<file path="config.mk">
export PLATFORM = sky130hd
export DESIGN_NAME = scan_ctrl
export DESIGN_NICKNAME = d
export VERILOG_FILES = /design/src/rtl/scan_ctrl.sv
export SDC_FILE = /design/constraint.sdc
export NUM_CORES = 1
export LEC_CHECK = 0
export BUFFER_PORTS_ARGS = -buffer_cell sky130_fd_sc_hd__buf_2
export CORE_MARGIN = 1.5
export CORE_UTILIZATION = 50
export DETAILED_ROUTE_END_ITERATION = 8
export PLACE_DENSITY = 0.75
export SLEW_MARGIN = 10
export SYNTH_ARGS = -nofsm -noshare
export SYNTH_HDL_FRONTEND = slang
export SYNTH_SLANG_ARGS = --single-unit
</file>
<file path="constraint.sdc">
create_clock -name clk -period 2.65 [get_ports clk]
set_clock_uncertainty 0.2 [all_clocks]
set_input_delay 0.265 -clock clk [delete_from_list [all_inputs] [get_ports clk]]
set_output_delay 0.265 -clock clk [all_outputs]
set_load 0.05 [all_outputs]
</file>
<file path="src/rtl/scan_ctrl.sv">
// rtl/scan_ctrl.sv - scan test sequencer: serial load, single capture clock, unload and masked compare
module scan_ctrl #(
    parameter int CHAIN_LEN = 3
) (
    input  logic                 clk,
    input  logic                 n_reset,
    input  logic                 start,
    input  logic [CHAIN_LEN-1:0] vector_in,
    input  logic [CHAIN_LEN-1:0] expected,
    input  logic [CHAIN_LEN-1:0] care_mask,
    input  logic                 scan_out,
    output logic                 scan_en,
    output logic                 scan_in,
    output logic                 busy,
    output logic                 done,
    output logic                 pass,
    output logic [CHAIN_LEN-1:0] captured
);

    localparam int CNT_W = $clog2(CHAIN_LEN + 1);
    localparam logic [CNT_W-1:0] LAST = CNT_W'(CHAIN_LEN - 1);

    typedef enum logic [2:0] {IDLE, SHIFT, CAPTURE, UNLOAD, DONE} state_t;

    state_t               state_q, state_d;
    logic [CNT_W-1:0]     cnt_q, cnt_d;
    logic [CHAIN_LEN-1:0] vec_q, vec_d;
    logic [CHAIN_LEN-1:0] exp_q, exp_d;
    logic [CHAIN_LEN-1:0] mask_q, mask_d;
    logic [CHAIN_LEN-1:0] cap_q, cap_d;
    logic                 pass_q, pass_d;
    logic                 scan_en_q, scan_en_d;
    logic                 scan_in_q, scan_in_d;

    always_ff @(posedge clk or negedge n_reset) begin
        if (!n_reset) begin
            state_q   <= IDLE;
            cnt_q     <= '0;
            vec_q     <= '0;
            exp_q     <= '0;
            mask_q    <= '0;
            cap_q     <= '0;
            pass_q    <= 1'b0;
            scan_en_q <= 1'b0;
            scan_in_q <= 1'b0;
        end else begin
            state_q   <= state_d;
            cnt_q     <= cnt_d;
            vec_q     <= vec_d;
            exp_q     <= exp_d;
            mask_q    <= mask_d;
            cap_q     <= cap_d;
            pass_q    <= pass_d;
            scan_en_q <= scan_en_d;
            scan_in_q <= scan_in_d;
        end
    end

    // scan_en/scan_in are computed one cycle ahead so they come straight from flops.
    // vec_q is kept pre-shifted: its MSB is always the next bit to present on scan_in.
    always_comb begin
        state_d   = state_q;
        cnt_d     = cnt_q;
        vec_d     = vec_q;
        exp_d     = exp_q;
        mask_d    = mask_q;
        cap_d     = cap_q;
        pass_d    = pass_q;
        scan_en_d = 1'b0;
        scan_in_d = 1'b0;
        unique case (state_q)
            IDLE: begin
                if (start) begin
                    state_d   = SHIFT;
                    cnt_d     = '0;
                    vec_d     = vector_in << 1;
                    exp_d     = expected;
                    mask_d    = care_mask;
                    cap_d     = '0;
                    pass_d    = 1'b0;
                    scan_en_d = 1'b1;
                    scan_in_d = vector_in[CHAIN_LEN-1];
                end
            end
            SHIFT: begin
                if (cnt_q == LAST) begin
                    state_d = CAPTURE;
                    cnt_d   = '0;
                end else begin
                    cnt_d     = cnt_q + CNT_W'(1);
                    scan_en_d = 1'b1;
                    scan_in_d = vec_q[CHAIN_LEN-1];
                    vec_d     = vec_q << 1;
                end
            end
            CAPTURE: begin
                state_d   = UNLOAD;
                cnt_d     = '0;
                scan_en_d = 1'b1;
            end
            UNLOAD: begin
                cap_d = (cap_q << 1) | CHAIN_LEN'(scan_out);
                if (cnt_q == LAST) begin
                    state_d = DONE;
                    cnt_d   = '0;
                    pass_d  = ((cap_d ^ exp_q) & mask_q) == '0;
                end else begin
                    cnt_d     = cnt_q + CNT_W'(1);
                    scan_en_d = 1'b1;
                end
            end
            DONE: begin
                state_d = IDLE;
            end
            default: begin
                state_d = IDLE;
            end
        endcase
    end

    assign scan_en  = scan_en_q;
    assign scan_in  = scan_in_q;
    assign busy     = (state_q == SHIFT) || (state_q == CAPTURE) || (state_q == UNLOAD);
    assign done     = (state_q == DONE);
    assign pass     = pass_q;
    assign captured = cap_q;

endmodule

</file>
==> impl_metrics.yaml <==
status:
  status: "finished with violations"
  violations: "DRC"
timing:
  finalSetupTns_ps: 0
  worstMarginPinSlew_ps: 607.1
  fin_crit_sh: 0.7227
  fmaxAchievable_ghz: 0.5221
  finalHoldViolCount: 0
  fin_hold_ws_ps: 13.01
  setup_violations: 0
  fin_ws_ps: 734.8
  slew_headroom: 0.5936
  grt_setup_unrepaired: "no"
  period_needed_ps: 1915
  slew_viol_final: 0
global_route:
  grtUsageTotal: 0.1875
  grt_pass1_wl_um: 2684
  antenna_found_initial: 0
  grt_max_degree: 20
  first_global_vias: 645
  grt-ovfl-total: 0
detailed_routing:
  viasPerCell: 5.462
  drcViolationCount: 2
  drt_iter0_drc: 11
  wire_per_inst_um: 13.52
  vias: 639
  ant_nets: 0
  first_pass_iters: 6
  drt-total-wl_um: 1582
setup_path:
  worst-path-buf-inv: 1
  slowest_stage: "dfrtp_1"
  crit_chain: "nor2_1, nor2_1, buf_2"
  worst_path_largest_cell_delay_ps: 570
  critPathArrivalTime_ps: 1450
  startpoint_type: "flip-flop"
  required_ps: 2180
  timing.critical_path.mode_cell: "nor2_1"
  critPathKind: "flip-flop to output port"
  path_delay_family: "flip-flops"
  path_max_fanout: 10
  end_kind: "output port"
floorplan:
  die_h_um: 44.52
  ios: 21
  dieArea_sq_mm: 0.001982
  die_w_um: 44.52
  fp-row-count: 14
  core_area_sq_mm: 0.001559
  start_util: 0.5530
logic_synthesis:
  synth.area.top_cells: "dfrtp_1, mux2_2, a22o_1"
  synth.largest_area_cell: "dfrtp_1"
  synth_cell_types: 24
  syn_avg_cell_area_sq_um: 11.81
  synth_area_sq_um: 862.1
  synth_warnings: 0
  synth_fp_nets: 86
  synth_top_area_frac: 0.5515
  yosys_register_bits: 19
  syn_inst: 73
  ys_seq_area_frac: 0.5515
cells_and_area:
  nNetsFinal: 115
  final_layout_size_suffix_gt1_frac: 0.3069
  layout_commonest_cell: "buf_2"
  layout_common_cells: "buf_2, dfrtp_1, nor2_1, mux2_2, dlygate4sd3_1"
  post-route-util: 0.6782
  fillCellCount: 122
  finalInstanceArea_sq_mm: 0.001057
  diodes: 0
  area_growth_pct: 22.64
clock_tree:
  ctsResizeCount: 0
  clock_latency_ps: 300
  cts_inserted_buffers: 3
  cts.path.max_buffers: 2
  cts_tree: "built"
  htree_levels: 1
  cts_sinks: 19
  clkTransAtPathRegs_ps: 100
  root_buffer: "clkbuf_4"
pwr:
  p_leak_nw: 0.5062
  power.density_mw_per_mm2: 1186
  peakVddDrop_v: 0.0006376
placement:
  routabilityCongestion: 0.8470
  numPortBuffers: 20
  place_ws_ps: 790.2
  dpl_cell_area_sq_um: 960.9
  dp_hpwl_um: 1073
run:
  maxCapViolations: 0
min_path:
  hp-class: "input pin to flip-flop"
cells in the mapped netlist:
library cell   n
dfrtp_1       19
o31ai_1        3
nor4b_4        1
a21o_1         2
nor2_1         7
and2_1         2
o211ai_1       1
nor2b_1        1
mux2i_1        1
nand2b_1       1
nand3b_1       1
a32oi_1        1
inv_1          2
xor2_1         4
o21ai_0        3
nor3_1         2
a21oi_1        1
mux2_2         7
buf_2          2
buf_6          1
a22o_1         4
nand4_1        1
nand2_1        5
a211oi_1       1
per-layer routing:
metal | wire length [um] | vias up | share of wire | global-route usage
met5 | 0 | - | 0 | 0
met4 | 18 | 0 | 0.011 | 0.09091
met3 | 39 | 2 | 0.025 | 0.03673
met2 | 806 | 12 | 0.51 | 0.3159
met1 | 718 | 313 | 0.45 | 0.2275
li1 | - | 312 | - | -
power by group:
part / switching (mW) / total [mW] / internal (mW) / leakage [nW]
logic: 0.344 / 0.574 / 0.230 / 0.257
clock network: 0.0860 / 0.145 / 0.0586 / 0.0150
registers: 0.119 / 0.536 / 0.417 / 0.235
total: 0.549 / 1.25 / 0.705 / 0.506
worst register-to-register path, stage by stage (launching register included):
cell,delay (ps)
dfrtp_1,520
nor4b_4,640
nor2_1,180
a22o_1,220
flip-flops by register name (all words and copies together) (netlist names):
signal,flops
exp_q,3
pass,1
state_q,3
captured,3
scan_in,1
mask_q,3
cnt_q,2
vec_q,2
scan_en,1
worst paths after layout:
check / cells past startpoint / slack, ps / endpoint / from
max: 3 / 730 / busy / state_q[1]
min: 3 / 10 / vec_q[1] / vector_in[0]
max reg2reg: 3 / 780 / captured[1] / state_q[1]
min reg2reg: 1 / 300 / captured[2] / captured[2]
max in group asynchronous: 2 / 1730 / captured[1] / n_reset
min in group asynchronous: 2 / 220 / mask_q[0] / n_reset
cell type report:
| class | instances | area (sq um) | area share |
|---|---|---|---|
| clock buffer | 4 | 26.28 | 0.02485 |
| timing repair buffer | 27 | 170.2 | 0.1609 |
| sequential | 19 | 475.5 | 0.4497 |
| multi-input combinational | 49 | 357.8 | 0.3385 |
| tap | 16 | 20.02 | 0.01893 |
| inverter | 2 | 7.507 | 0.007101 |
logic make-up after synthesis:
logic type | Yosys count | synth area share
buffers and inverters | 5 | 0.03338
multiplexers | 8 | 0.1031
flip-flops | 19 | 0.5515
AND/OR/NAND/NOR | 21 | 0.1364
XOR/XNOR | 4 | 0.04063
AO/OA/AOI/OAI | 16 | 0.1350
metrics by stage:
step / std cells / power, mW
2_1_floorplan: 73 / 1.000
3_3_place_gp: 106 / 1.092
5_1_grt: 117 / 1.341
4_1_cts: 117 / 1.259
6_report: 117 / 1.254
3_5_place_dp: 106 / 1.109
what timing repair did:
action | CTS | global route
endpoints found under the setup margin | 0 | 0
hold buffers | 7 | 0
buffers inserted | 0 | 0
hold endpoints to repair | 25 | 0
No activity file was read; power rests on OpenSTA's default activity.
